<file path="config.mk">
export PLATFORM = sky130hd
export DESIGN_NAME = mult8x8_seq_ctrl_flat
export DESIGN_NICKNAME = d
export VERILOG_FILES = /design/src/rtl/mult8x8_seq_ctrl_if.sv /design/src/rtl/mult8x8_seq_ctrl.sv /design/src/flat_wrapper.sv
export SDC_FILE = /design/constraint.sdc
export NUM_CORES = 1
export LEC_CHECK = 0
export BUFFER_PORTS_ARGS = -buffer_cell sky130_fd_sc_hd__clkbuf_2
export CORE_ASPECT_RATIO = 0.9
export CORE_MARGIN = 1
export CORE_UTILIZATION = 49
export DETAILED_ROUTE_END_ITERATION = 10
export HOLD_SLACK_MARGIN = 0.02
export PLACE_DENSITY = 0.78
export SKIP_CTS_REPAIR_TIMING = 1
export SYNTH_ARGS = -nofsm -noshare
export SYNTH_HDL_FRONTEND = slang
export SYNTH_SLANG_ARGS = --single-unit
</file>
<file path="constraint.sdc">
create_clock -name clk -period 14.4 [get_ports clk]
set_input_delay 0.72 -clock clk [delete_from_list [all_inputs] [get_ports clk]]
set_output_delay 0.72 -clock clk [all_outputs]
set_load 0.01 [all_outputs]
</file>
<file path="src/rtl/mult8x8_seq_ctrl_if.sv">
// Handshake and data bundle for the sequential 8x8 multiplier controller.
//   start    : request a multiply (requester -> multiplier)
//   dataa    : operand A, 8 bits (requester -> multiplier)
//   datab    : operand B, 8 bits (requester -> multiplier)
//   sel_a    : nibble select for the A operand mux (multiplier -> requester)
//   sel_b    : nibble select for the B operand mux (multiplier -> requester)
//   shift    : partial-product shift code, 0:<<0 1:<<4 2:<<8 (multiplier -> requester)
//   busy     : multiply in progress (multiplier -> requester)
//   done     : product valid (multiplier -> requester)
//   product  : 16-bit accumulated result (multiplier -> requester)
interface mult8x8_seq_ctrl_if;
    logic        start;
    logic [7:0]  dataa;
    logic [7:0]  datab;
    logic        sel_a;
    logic        sel_b;
    logic [1:0]  shift;
    logic        busy;
    logic        done;
    logic [15:0] product;

    modport master (
        output start, dataa, datab,
        input  sel_a, sel_b, shift, busy, done, product
    );

    modport slave (
        input  start, dataa, datab,
        output sel_a, sel_b, shift, busy, done, product
    );
endinterface

</file>
<file path="src/rtl/mult8x8_seq_ctrl.sv">
// Sequential 8x8 unsigned multiplier built from four 4x4 partial products.
// Latches the operands on start, then spends four CALC cycles stepping the
// nibble selects through {lo,lo}, {hi,lo}, {lo,hi}, {hi,hi}, accumulating
// each shifted partial product into a 16-bit product.
// Ports:
//   clk      : system clock, rising edge
//   reset_a  : asynchronous reset, active-high
//   bus      : slave side of mult8x8_seq_ctrl_if (start/operands in,
//              selects/shift/busy/done/product out)
// Parameters:
//   STICKY_DONE : 1 = done held until the next start; 0 = one-cycle done pulse
module mult8x8_seq_ctrl #(
    parameter bit STICKY_DONE = 1'b1
) (
    input logic               clk,
    input logic               reset_a,
    mult8x8_seq_ctrl_if.slave bus
);

    typedef enum logic [1:0] {
        StIdle = 2'd0,
        StCalc = 2'd1,
        StDone = 2'd2
    } state_t;

    state_t      state_q, state_d;
    logic [1:0]  cnt_q, cnt_d;
    logic [7:0]  opa_q, opb_q;
    logic [15:0] prod_q, prod_d;
    logic        load;

    logic        calc;
    logic        sel_a, sel_b;
    logic [1:0]  shift;
    logic [3:0]  nib_a, nib_b;
    logic [7:0]  partial;
    logic [15:0] shifted;

    // Select/shift decode of the step counter; forced to zero outside CALC.
    always_comb begin
        calc  = (state_q == StCalc);
        sel_a = calc & cnt_q[0];
        sel_b = calc & cnt_q[1];
        shift = 2'd0;
        if (calc) begin
            case (cnt_q)
                2'd0:    shift = 2'd0;
                2'd1:    shift = 2'd1;
                2'd2:    shift = 2'd1;
                default: shift = 2'd2;
            endcase
        end
    end

    // Partial product of the selected nibbles, aligned by the shift code.
    always_comb begin
        nib_a   = sel_a ? opa_q[7:4] : opa_q[3:0];
        nib_b   = sel_b ? opb_q[7:4] : opb_q[3:0];
        partial = nib_a * nib_b;
        case (shift)
            2'd0:    shifted = {8'h00, partial};
            2'd1:    shifted = {4'h0, partial, 4'h0};
            2'd2:    shifted = {partial, 8'h00};
            default: shifted = 16'h0000;
        endcase
    end

    // Next-state logic. A start in DONE behaves exactly like one in IDLE.
    always_comb begin
        state_d = state_q;
        cnt_d   = cnt_q;
        prod_d  = prod_q;
        load    = 1'b0;
        case (state_q)
            StIdle, StDone: begin
                if (bus.start) begin
                    load    = 1'b1;
                    prod_d  = 16'h0000;
                    cnt_d   = 2'd0;
                    state_d = StCalc;
                end else if (state_q == StDone && !STICKY_DONE) begin
                    state_d = StIdle;
                end
            end
            StCalc: begin
                // Maximum sum is 0xFE01, so 16 bits cannot overflow.
                prod_d = prod_q + shifted;
                cnt_d  = cnt_q + 2'd1;
                if (cnt_q == 2'd3) begin
                    state_d = StDone;
                end
            end
            default: state_d = StIdle;
        endcase
    end

    always_ff @(posedge clk or posedge reset_a) begin
        if (reset_a) begin
            state_q <= StIdle;
            cnt_q   <= 2'd0;
            opa_q   <= 8'h00;
            opb_q   <= 8'h00;
            prod_q  <= 16'h0000;
        end else begin
            state_q <= state_d;
            cnt_q   <= cnt_d;
            prod_q  <= prod_d;
            if (load) begin
                opa_q <= bus.dataa;
                opb_q <= bus.datab;
            end
        end
    end

    assign bus.sel_a   = sel_a;
    assign bus.sel_b   = sel_b;
    assign bus.shift   = shift;
    assign bus.busy    = calc;
    assign bus.done    = (state_q == StDone);
    assign bus.product = prod_q;

endmodule

</file>
<file path="src/flat_wrapper.sv">
// flat-port wrapper written by rule: the top's interface ports become plain ports
module mult8x8_seq_ctrl_flat 
#(
    parameter bit STICKY_DONE = 1'b1
)
  (clk, reset_a, bus_start, bus_dataa, bus_datab, bus_sel_a, bus_sel_b, bus_shift, bus_busy, bus_done, bus_product);
  mult8x8_seq_ctrl_if bus_i ();
  input logic clk;
  input logic reset_a;
  input wire logic [$bits(bus_i.start)-1:0] bus_start;
  input wire logic [$bits(bus_i.dataa)-1:0] bus_dataa;
  input wire logic [$bits(bus_i.datab)-1:0] bus_datab;
  output wire logic [$bits(bus_i.sel_a)-1:0] bus_sel_a;
  output wire logic [$bits(bus_i.sel_b)-1:0] bus_sel_b;
  output wire logic [$bits(bus_i.shift)-1:0] bus_shift;
  output wire logic [$bits(bus_i.busy)-1:0] bus_busy;
  output wire logic [$bits(bus_i.done)-1:0] bus_done;
  output wire logic [$bits(bus_i.product)-1:0] bus_product;
  assign bus_i.start = bus_start;
  assign bus_i.dataa = bus_dataa;
  assign bus_i.datab = bus_datab;
  assign bus_sel_a = bus_i.sel_a;
  assign bus_sel_b = bus_i.sel_b;
  assign bus_shift = bus_i.shift;
  assign bus_busy = bus_i.busy;
  assign bus_done = bus_i.done;
  assign bus_product = bus_i.product;
  mult8x8_seq_ctrl #(.STICKY_DONE(STICKY_DONE)) u_core (.clk(clk), .reset_a(reset_a), .bus(bus_i));
endmodule
</file>
==> metrics.csv <==
stage,metric,value,unit
sta,min_period,6.15,ns
routing,wl_per_cell,14.4,um
sta,min_period_over_period,42.7,%
clocking,htree_levels,2,
yosys,synth-seq-area-share,32.1,%
global_route,grt_first_pass_wirelength,10500,um
global_route,grt_max_degree,37,
setup_path,path_class,register to register,
global_route,grt_overflow,0,
clocking,cts.sinks,36,
global_route,grt_antenna_before_repair,0,
yosys,async_flop_share,100,%
layout,area_growth,12.1,%
clocking,tritoncts,built,
place,portBuffers,40,
setup_path,crit_path_end_kind,register,
yosys,syn-num-nets,385,
floorplanning,die_x,81.8,um
place,place_hpwl,4700,um
yosys,dominantRegCellSynth,dfrtp_1,
routing,drt-total-wl,6330,um
routing,drt-vias-per-instance,5.61,
clocking,clk_pin_slew,0.08,ns
yosys,yosysUniqueCellTypes,50,
clocking,root_buffer,clkbuf_8,
yosys,postSynthCellCount,333,
floorplanning,pin_count,41,
floorplanning,die_y,73.8,um
sta,setup_violations,0,
sta,hold_viol,0,
layout,fin_nets,424,
floorplanning,start_util,52.2,%
yosys,yosys_register_bits,36,
routing,vias,2468,
routing,drcViolationCount,0,
clocking,clkLatencyLatePin,0.30,ns
floorplanning,placement_rows,25,
clocking,cts_made_buffers,5,
setup_path,worst-path-max-fanout,21,
worst_hold_path,min-delay-path-class,register to register,
sta,fmax,163,MHz
status,status,"complete, no violations",
yosys,yosysWarnings,0,
setup_path,startpoint_type,register,
routing,first_pass_iters,4,
yosys,synth-edff-count,0,
layout,antennaDiodeCount,0,
setup_path,required,14.57,ns
floorplanning,core_area,0.00538,mm2
global_route,track_usage,22.7,%
sta,slew_violations,0,
yosys,synthTopCellsByArea,"dfrtp_1 32%, ha_1 12%, nand2_1 10%, nor2_1 3.9%, fa_1 3.6%",
layout,fillCellCount,470,
layout,drive_gt1_share,16.1,%
sta,grt_setup_unrepaired,no,
layout,seq_area,901,um2
sta,relSlewSlack,23.8,%
sta,tightest_slew,1.14,ns
global_route,grt_pass1_vias,2281,
layout,multi_input_area,0.00181,mm2
yosys,yosys.area.top_type,dfrtp_1,
routing,ant_nets,0,
yosys,synth.avg_cell_area,8.44,um2
yosys,ys_top_cells_by_count,"76 x nand2_1, 36 x dfrtp_1, 29 x nor2_1",
yosys,synth.most_common_cell,nand2_1,
setup_path,arrival,6.32,ns
yosys,syn-cell-area,0.00281,mm2
clocking,clock_path_buffers,2,
sta,tns,0,ns
run,cap_violations,0,
sta,fin_worst_skew,0.00809,ns
yosys,synth_top_area_share,32.1,%
place,place.gp.congestion,0.885,
floorplanning,dieArea,0.00604,mm2
routing,drt_iter0_drc,209,
cell families after synthesis:
kind of cell    synth area share [%]
compound gates                  18.3
xor+xnor                        4.37
fa+ha+maj                       16.0
buf+inv                         3.52
flops                           32.1
mux                             3.96
simple gates                    21.8
cells in the final DEF, fill, tap and decap left out, types with 4 or more instances in the layout:
cell | Yosys | routed
a21o_1 | 7 | 7
dfrtp_1 | 36 | 36
fa_1 | 5 | 5
or2_2 | 4 | 4
ha_1 | 28 | 28
nand2_1 | 76 | 76
o21ai_0 | 19 | 19
clkbuf_8 | 0 | 5
a21oi_1 | 16 | 16
nand2b_1 | 4 | 4
xor2_1 | 5 | 5
o211ai_1 | 4 | 4
a211oi_1 | 4 | 4
inv_1 | 15 | 15
nor2b_1 | 4 | 4
nor2_1 | 29 | 29
clkbuf_2 | 0 | 40
mux2i_1 | 10 | 10
xnor2_1 | 9 | 9
layer usage:
metal / global-route usage [%] / share of wire [%]
met2: 35.4 / 46
met3: 4.22 / 5.0
met4: 6.82 / 0.93
met5: 0 / 0
met1: 31.7 / 48
metrics by stage:
| stage | std cells | hold WS, ns | util [%] | setup slack, ns | instance area [um2] |
|---|---|---|---|---|---|
| global placement | 432 | 0.465 | 56.9 | 8.54 | 3060 |
| finish | 440 | 0.474 | 58.5 | 8.25 | 3150 |
| CTS | 440 | 0.481 | 58.5 | 8.33 | 3150 |
| global route | 440 | 0.515 | 58.5 | 7.86 | 3150 |
| floorplan | 333 | 0.445 | - | 9.34 | 2810 |
| detailed placement | 432 | 0.467 | 56.9 | 8.38 | 3060 |
worst paths after layout:
kind / to / depth (start not counted) / slack [ns] / start
min in group asynchronous: u_core.bus.product[5] / 3 / 0.50 / reset_a
worst max-delay path: u_core.bus.product[12] / 21 / 8.25 / u_core.state_q[1]
worst min register to register: u_core.bus.product[15] / 1 / 0.47 / u_core.bus.product[15]
worst min-delay path: u_core.bus.product[15] / 1 / 0.47 / u_core.bus.product[15]
worst max register to register: u_core.bus.product[12] / 21 / 8.25 / u_core.state_q[1]
max in group asynchronous: u_core.bus.product[1] / 3 / 13.57 / reset_a
flip-flops by register name, summed over array words and instances (netlist names):
| name | flops |
|---|---|
| u_core.opb_q | 8 |
| u_core.bus.product | 16 |
| u_core.state_q | 2 |
| u_core.cnt_q | 2 |
| u_core.opa_q | 8 |
area by class of cell:
type	count	area share, %
well taps	67	2.66
repair buffers	41	6.60
multi-input cells	272	57.4
inverters	16	1.91
clock buffers	5	2.19
flip-flops and latches	36	28.6
clock inverters	3	0.596
worst max-delay path, stage by stage, from the launching register on:
cell	delay [ns]
dfrtp_1	0.40
nand2b_2	0.39
inv_2	0.35
nand2_2	0.17
mux2i_1	0.20
or2_2	0.33
fa_1	0.53
inv_1	0.05
fa_1	0.51
ha_1	0.34
a211oi_1	0.34
o21bai_1	0.13
a21oi_1	0.19
xnor2_1	0.17
a21oi_1	0.10
nor2_1	0.14
ha_1	0.30
a2111oi_0	0.45
o21ai_0	0.25
a32o_1	0.36
o2111ai_1	0.19
o311ai_1	0.12
Power is not shown: default switching activity piles up to over one toggle a cycle in this logic, so the estimate is an artifact.
